<file path="config.mk">
export PLATFORM = sky130hd
export DESIGN_NAME = wave_reader
export DESIGN_NICKNAME = d
export VERILOG_FILES = /design/src/rtl/wave_reader.sv
export SDC_FILE = /design/constraint.sdc
export NUM_CORES = 1
export LEC_CHECK = 0
export BUFFER_PORTS_ARGS = -buffer_cell sky130_fd_sc_hd__buf_2
export CAP_MARGIN = 10
export CORE_ASPECT_RATIO = 1.2
export CORE_MARGIN = 2
export CORE_UTILIZATION = 35
export CTS_CLUSTER_SIZE = 14
export DETAILED_ROUTE_END_ITERATION = 10
export GPL_ROUTABILITY_DRIVEN = 0
export SLEW_MARGIN = 10
export SYNTH_ARGS = -nofsm -noshare
export SYNTH_HDL_FRONTEND = slang
export SYNTH_SLANG_ARGS = --single-unit
</file>
<file path="constraint.sdc">
create_clock -name clk_10k -period 7.7 [get_ports clk_10k]
set_clock_uncertainty 0.1 [all_clocks]
set_input_delay 0.77 -clock clk_10k [delete_from_list [all_inputs] [get_ports clk_10k]]
set_output_delay 0.77 -clock clk_10k [all_outputs]
set_load 0.1 [all_outputs]
</file>
<file path="src/rtl/wave_reader.sv">
// rtl/wave_reader.sv - three-stage waveform sample generator (capture, waveform, scale)
// Sine is built from a bit-exact quarter-wave table of round(127*sin(2*pi*i/256)), i = 0..64.
module wave_reader #(
  parameter int AMP_BITS = 4
) (
  input  logic                clk_10k,
  input  logic                rst,
  input  logic [7:0]          address,
  input  logic                addr_valid,
  input  logic [1:0]          wave_sel,
  input  logic [AMP_BITS-1:0] volume,
  input  logic                mute,
  output logic signed [7:0]   sample,
  output logic                sample_valid,
  output logic                zero_cross
);

  localparam int PW = AMP_BITS + 9;

  typedef enum logic [1:0] {
    WAVE_SINE     = 2'b00,
    WAVE_SQUARE   = 2'b01,
    WAVE_SAW      = 2'b10,
    WAVE_TRIANGLE = 2'b11
  } wave_e;

  function automatic logic [6:0] sine_quarter(input logic [6:0] idx);
    logic [6:0] v;
    v = 7'd0;
    case (idx)
      7'd0:  v = 7'd0;    7'd1:  v = 7'd3;    7'd2:  v = 7'd6;    7'd3:  v = 7'd9;
      7'd4:  v = 7'd12;   7'd5:  v = 7'd16;   7'd6:  v = 7'd19;   7'd7:  v = 7'd22;
      7'd8:  v = 7'd25;   7'd9:  v = 7'd28;   7'd10: v = 7'd31;   7'd11: v = 7'd34;
      7'd12: v = 7'd37;   7'd13: v = 7'd40;   7'd14: v = 7'd43;   7'd15: v = 7'd46;
      7'd16: v = 7'd49;   7'd17: v = 7'd51;   7'd18: v = 7'd54;   7'd19: v = 7'd57;
      7'd20: v = 7'd60;   7'd21: v = 7'd63;   7'd22: v = 7'd65;   7'd23: v = 7'd68;
      7'd24: v = 7'd71;   7'd25: v = 7'd73;   7'd26: v = 7'd76;   7'd27: v = 7'd78;
      7'd28: v = 7'd81;   7'd29: v = 7'd83;   7'd30: v = 7'd85;   7'd31: v = 7'd88;
      7'd32: v = 7'd90;   7'd33: v = 7'd92;   7'd34: v = 7'd94;   7'd35: v = 7'd96;
      7'd36: v = 7'd98;   7'd37: v = 7'd100;  7'd38: v = 7'd102;  7'd39: v = 7'd104;
      7'd40: v = 7'd106;  7'd41: v = 7'd107;  7'd42: v = 7'd109;  7'd43: v = 7'd111;
      7'd44: v = 7'd112;  7'd45: v = 7'd113;  7'd46: v = 7'd115;  7'd47: v = 7'd116;
      7'd48: v = 7'd117;  7'd49: v = 7'd118;  7'd50: v = 7'd120;  7'd51: v = 7'd121;
      7'd52: v = 7'd122;  7'd53: v = 7'd122;  7'd54: v = 7'd123;  7'd55: v = 7'd124;
      7'd56: v = 7'd125;  7'd57: v = 7'd125;  7'd58: v = 7'd126;  7'd59: v = 7'd126;
      7'd60: v = 7'd126;  7'd61: v = 7'd127;  7'd62: v = 7'd127;  7'd63: v = 7'd127;
      7'd64: v = 7'd127;
      default: v = 7'd0;
    endcase
    return v;
  endfunction

  // Capture stage
  logic [7:0]          addr_q;
  wave_e               sel_q;
  logic [AMP_BITS-1:0] vol1_q;
  logic                mute1_q;
  logic                v1_q;

  // Waveform stage
  logic signed [7:0]   raw_q, raw_d;
  logic [AMP_BITS-1:0] vol2_q;
  logic                mute2_q;
  logic                v2_q;

  // Scale stage
  logic signed [7:0]   sample_q, sample_d;
  logic                valid_q;
  logic                zc_q, zc_d;
  logic                prev_neg_q, prev_neg_d;

  logic [6:0]          sine_idx;
  logic [6:0]          sine_mag;
  logic [6:0]          tri_f;
  logic signed [PW-1:0] raw_ext, vol_ext, prod;
  logic signed [7:0]   scaled;

  always_comb begin
    raw_d    = '0;
    sine_idx = addr_q[6] ? (7'd64 - {1'b0, addr_q[5:0]}) : {1'b0, addr_q[5:0]};
    sine_mag = sine_quarter(sine_idx);
    tri_f    = addr_q[7] ? ~addr_q[6:0] : addr_q[6:0];
    case (sel_q)
      WAVE_SINE:     raw_d = addr_q[7] ? -$signed({1'b0, sine_mag}) : $signed({1'b0, sine_mag});
      WAVE_SQUARE:   raw_d = addr_q[7] ? -8'sd127 : 8'sd127;
      WAVE_SAW:      raw_d = $signed(addr_q ^ 8'h80);
      WAVE_TRIANGLE: raw_d = $signed({tri_f, 1'b0} ^ 8'h80);
      default:       raw_d = '0;
    endcase
  end

  // Arithmetic shift of the full-width product is a floor divide by 16.
  always_comb begin
    raw_ext = {{(PW-8){raw_q[7]}}, raw_q};
    vol_ext = $signed({{(PW-AMP_BITS){1'b0}}, vol2_q});
    prod    = raw_ext * vol_ext;
    scaled  = 8'(prod >>> 4);
    if (mute2_q || (vol2_q == '0)) begin
      scaled = '0;
    end
  end

  always_comb begin
    sample_d   = sample_q;
    prev_neg_d = prev_neg_q;
    zc_d       = 1'b0;
    if (v2_q) begin
      sample_d   = scaled;
      prev_neg_d = scaled[7];
      zc_d       = prev_neg_q && !scaled[7];
    end
  end

  always_ff @(posedge clk_10k or posedge rst) begin
    if (rst) begin
      addr_q     <= '0;
      sel_q      <= WAVE_SINE;
      vol1_q     <= '0;
      mute1_q    <= 1'b0;
      v1_q       <= 1'b0;
      raw_q      <= '0;
      vol2_q     <= '0;
      mute2_q    <= 1'b0;
      v2_q       <= 1'b0;
      sample_q   <= '0;
      valid_q    <= 1'b0;
      zc_q       <= 1'b0;
      prev_neg_q <= 1'b0;
    end else begin
      v1_q <= addr_valid;
      if (addr_valid) begin
        addr_q  <= address;
        sel_q   <= wave_e'(wave_sel);
        vol1_q  <= volume;
        mute1_q <= mute;
      end
      v2_q <= v1_q;
      if (v1_q) begin
        raw_q   <= raw_d;
        vol2_q  <= vol1_q;
        mute2_q <= mute1_q;
      end
      sample_q   <= sample_d;
      valid_q    <= v2_q;
      zc_q       <= zc_d;
      prev_neg_q <= prev_neg_d;
    end
  end

  assign sample       = sample_q;
  assign sample_valid = valid_q;
  assign zero_cross   = zc_q;

endmodule

</file>
==> impl_summary.txt <==
----------------------------------------------------
[CTS]
  TritonCTS clock tree ... built
  Number of clock sinks seen by CTS ... 40
  Clock insertion delay at the later pin of the skew report ... 0.28 ns
  H-tree level count ... 2
  Cts repair resizes ... 0
  Root buffer selected by CTS ... sky130_fd_sc_hd__clkbuf_16
  Clock Path Buffers ... 2
  Postcts setup bufs ... 0
  Clock slew at reported path FFs ... 0.07 ns
  Total CTS buffers ... 5
  Number of hold-repair buffers added at the cts stage ... 0

[Timing]
  Number of setup violations in the final report ... 0
  Setup repair after global routing missed its margin ... false
  Peak clock frequency supported by timing ... between 0.15 and 0.2 GHz
  Endpoints failing hold ... 0
  Period Utilization, post-route ... 66.5%
  Max-slew violation count ... 0
  Worst Slack Setup Final ... about 2.6 ns
  Relative slew slack ... 23.7%
  Final sum of negative setup slack ... 0 ns
  Post-route minimum period ... 5.12 ns
  Slew of the pin with the lowest slew margin ... about 1.1 ns

[Critical path]
  Largest fanout on the critical path ... 14
  Critical path type ... reg -> reg
  Worst path arrival time ... 5.22 ns
  Worst Path Required ... 7.80 ns
  Largest stage delay, worst path ... between 0.6 and 0.7 ns
  Endpoint kind of the worst setup timing path ... register
  Largest delay contributor family on the critical path ... compound AO/OA/AOI/OAI gates
  Critical-path cell with the highest stage delay ... sky130_fd_sc_hd__dfrtp_1
  Reg2Reg Setup Slack ... roughly 2.6 ns
  Bufs and invs on worst path ... 2
  Cells along the critical path ... inv_1 > ha_1 > nand2_1 > a21boi_0 > inv_1 > ha_1 > nor2_1 > a21oi_1 > o311ai_0 > a31oi_1 > o21a_1 > o31ai_1 > nand3_1 > or4_1 > a31oi_1
  CP startpoint kind ... register

[Yosys]
  Post-Synthesis Net Count ... 541
  Number of different library cells in the post-synthesis netlist ... 62
  Share of flip-flops with an asynchronous set or reset ... 100%
  Number of synthesized flops with an enable pin ... 0
  Post-synthesis cell type with the largest combined area ... sky130_fd_sc_hd__dfrtp_1
  Count of mapped cells out of synthesis ... about 480
  Post-synthesis instance area ... 0.00401 mm^2
  Most instantiated cells after synthesis ... sky130_fd_sc_hd__inv_1, sky130_fd_sc_hd__dfrtp_1, sky130_fd_sc_hd__nand2_1, sky130_fd_sc_hd__o21ai_0, sky130_fd_sc_hd__nor2_1
  Top cells by area, synth ... sky130_fd_sc_hd__dfrtp_1, sky130_fd_sc_hd__ha_1, sky130_fd_sc_hd__fa_1
  Share of the synthesized area in the top cell type ... 25.0%
  Primary FF master, synth ... sky130_fd_sc_hd__dfrtp_1
  Flip-flop and latch count after synthesis ... 40
  Average footprint of a synthesized cell ... roughly 8.3 um^2
  Warning count from the yosys run ... 0
  Seq/Total Area, Yosys ... around a quarter
  Most frequent cell after synthesis ... sky130_fd_sc_hd__inv_1

[Floorplan]
  Die Footprint ... 0.0123 mm^2
  Number of standard-cell rows in the floorplan ... 42
  Number of top-level pins ... 28
  Placeable Area ... 0.0111 mm^2
  Starting density of the core ... 36.2%
  Die span in x ... around 100 um
  Height of the die ... 121 um

[Run]
  Max_cap viols ... 0

[Global route]
  Overall global routing resource usage ... ~16%
  Grt total ovfl ... 0
  Global-route wire length before repair ... 16,000 um
  Initial antenna violation count ... 0
  Pin count of the biggest net entering global routing ... 41
  Number of global-route vias before repair ... about 3,500

[Drt]
  Post-Route WL ... about 9000 um
  Pre-antenna DRT Iters ... 5
  Detailed-route wire length per cell ... 14.4 um
  Number of vias after detailed routing ... 3,506
  Detailed-route DRC error count ... 0
  First DRT Iteration DRCs ... 314
  Post-DRT Antenna Nets ... 0
  Number of vias per cell ... between 5 and 6

[Pwr]
  Peak ir drop on the vdd network ... between 0.15 and 0.2 mV
  Power density cells ... 309 mW/mm^2
  Leakage power of the design ... 1.94 nW

[Placement]
  Buffers on Ports ... 27
  DP HPWL ... around 7000 um
  DP Area ... 0.00422 mm^2
  Setup slack after placement ... 2.75 ns

[Finish]
  Final layout net count ... 547
  Ant. Diodes ... 0
  Area growth from synthesis to layout ... 9.49%
  Finished layout cell area ... ~0.0044 mm^2
  Fill cell instance count of the final layout ... 1,123
  Fraction of final layout cells with drive strength greater than 1 ... 12.1%

[Run status]
  Result of the run ... finished clean

[Hold path]
  Class of the worst hold path ... reg -> reg

----------------------------------------------------
-- stage by stage --
stage	utilization [%]	hold WS (ns)	cells	total power (W)
after CTS	39.6	0.413	643	0.00137
after floorplan	-	0.273	482	0.000984
final	39.6	0.414	643	0.00136
after global routing	39.6	0.435	643	0.00149
after detailed placement	38.0	0.394	635	0.00112
after global placement	38.0	0.391	635	0.00111
-- state kept, by name (all words and copies together), names as in the netlist, 2 cells and up --
register	flops
addr_q	8
raw_q	8
sample	8
sel_q	2
vol1_q	4
vol2_q	4
-- area by class of cell --
class                      count  area, um^2  area share [%]
clock buffer                   5         125            2.85
timing repair buffer          29         150            3.42
tap                          154         193            4.39
multi-input combinational    353        2650            60.4
clock inverter                 3        47.5            1.08
inverter                      59         221            5.05
sequential                    40        1000            22.8
-- report_power, final --
group | switching [W] | internal [W]
Sequential | 0.0000480 | 0.000250
Clock | 0.0000887 | 0.000154
Combinational | 0.000499 | 0.000316
-- cells in the final DEF, fill, tap and decap left out, types with 14 or more instances in the layout --
master	instances
sky130_fd_sc_hd__nor2_1	27
sky130_fd_sc_hd__dfrtp_1	40
sky130_fd_sc_hd__inv_1	58
sky130_fd_sc_hd__a21oi_1	22
sky130_fd_sc_hd__fa_1	15
sky130_fd_sc_hd__xnor2_1	14
sky130_fd_sc_hd__ha_1	26
sky130_fd_sc_hd__buf_2	27
sky130_fd_sc_hd__a31oi_1	15
sky130_fd_sc_hd__nand2_1	38
sky130_fd_sc_hd__o21ai_0	33
sky130_fd_sc_hd__and2_1	23
-- cells by family (layout without fill, tap and decap cells) --
group | after synthesis | after routing | synth area share, %
adders and majority gates | 41 | 41 | 15.6
xor gates and xnor gates | 22 | 22 | 5.37
buffers and inverters | 89 | 96 | 8.90
DFF | 40 | 40 | 25.0
muxes | 15 | 15 | 4.12
and+or+nand+nor | 134 | 134 | 17.0
AOI/OAI and AO/OA | 141 | 141 | 24.0
-- path summary, 6_finish.rpt --
path / start / end / cells after the start
max: addr_q[0]$_DFFE_PP0P_ / raw_q[6]$_DFFE_PP0P_ / 15
min: vol1_q[3]$_DFFE_PP0P_ / vol1_q[3]$_DFFE_PP0P_ / 1
max reg2reg: addr_q[0]$_DFFE_PP0P_ / raw_q[6]$_DFFE_PP0P_ / 15
min reg2reg: vol1_q[3]$_DFFE_PP0P_ / vol1_q[3]$_DFFE_PP0P_ / 1
max in group asynchronous: rst / raw_q[3]$_DFFE_PP0P_ / 3
min in group asynchronous: rst / sample_valid$_DFF_PP0_ / 3
-- layer usage --
metal  vias to the layer above  part of all wire [%]  routed length [um]  GRT usage (%)
li1                       1713                     -                   -              -
met1                      1662                    42                3850           19.1
met2                       108                    52                4770           28.2
met3                        23                   3.9                 361           2.19
met4                         0                   2.9                 267           5.83
met5                         -                     0                   0              0
Power figures use the tool's default switching activity.
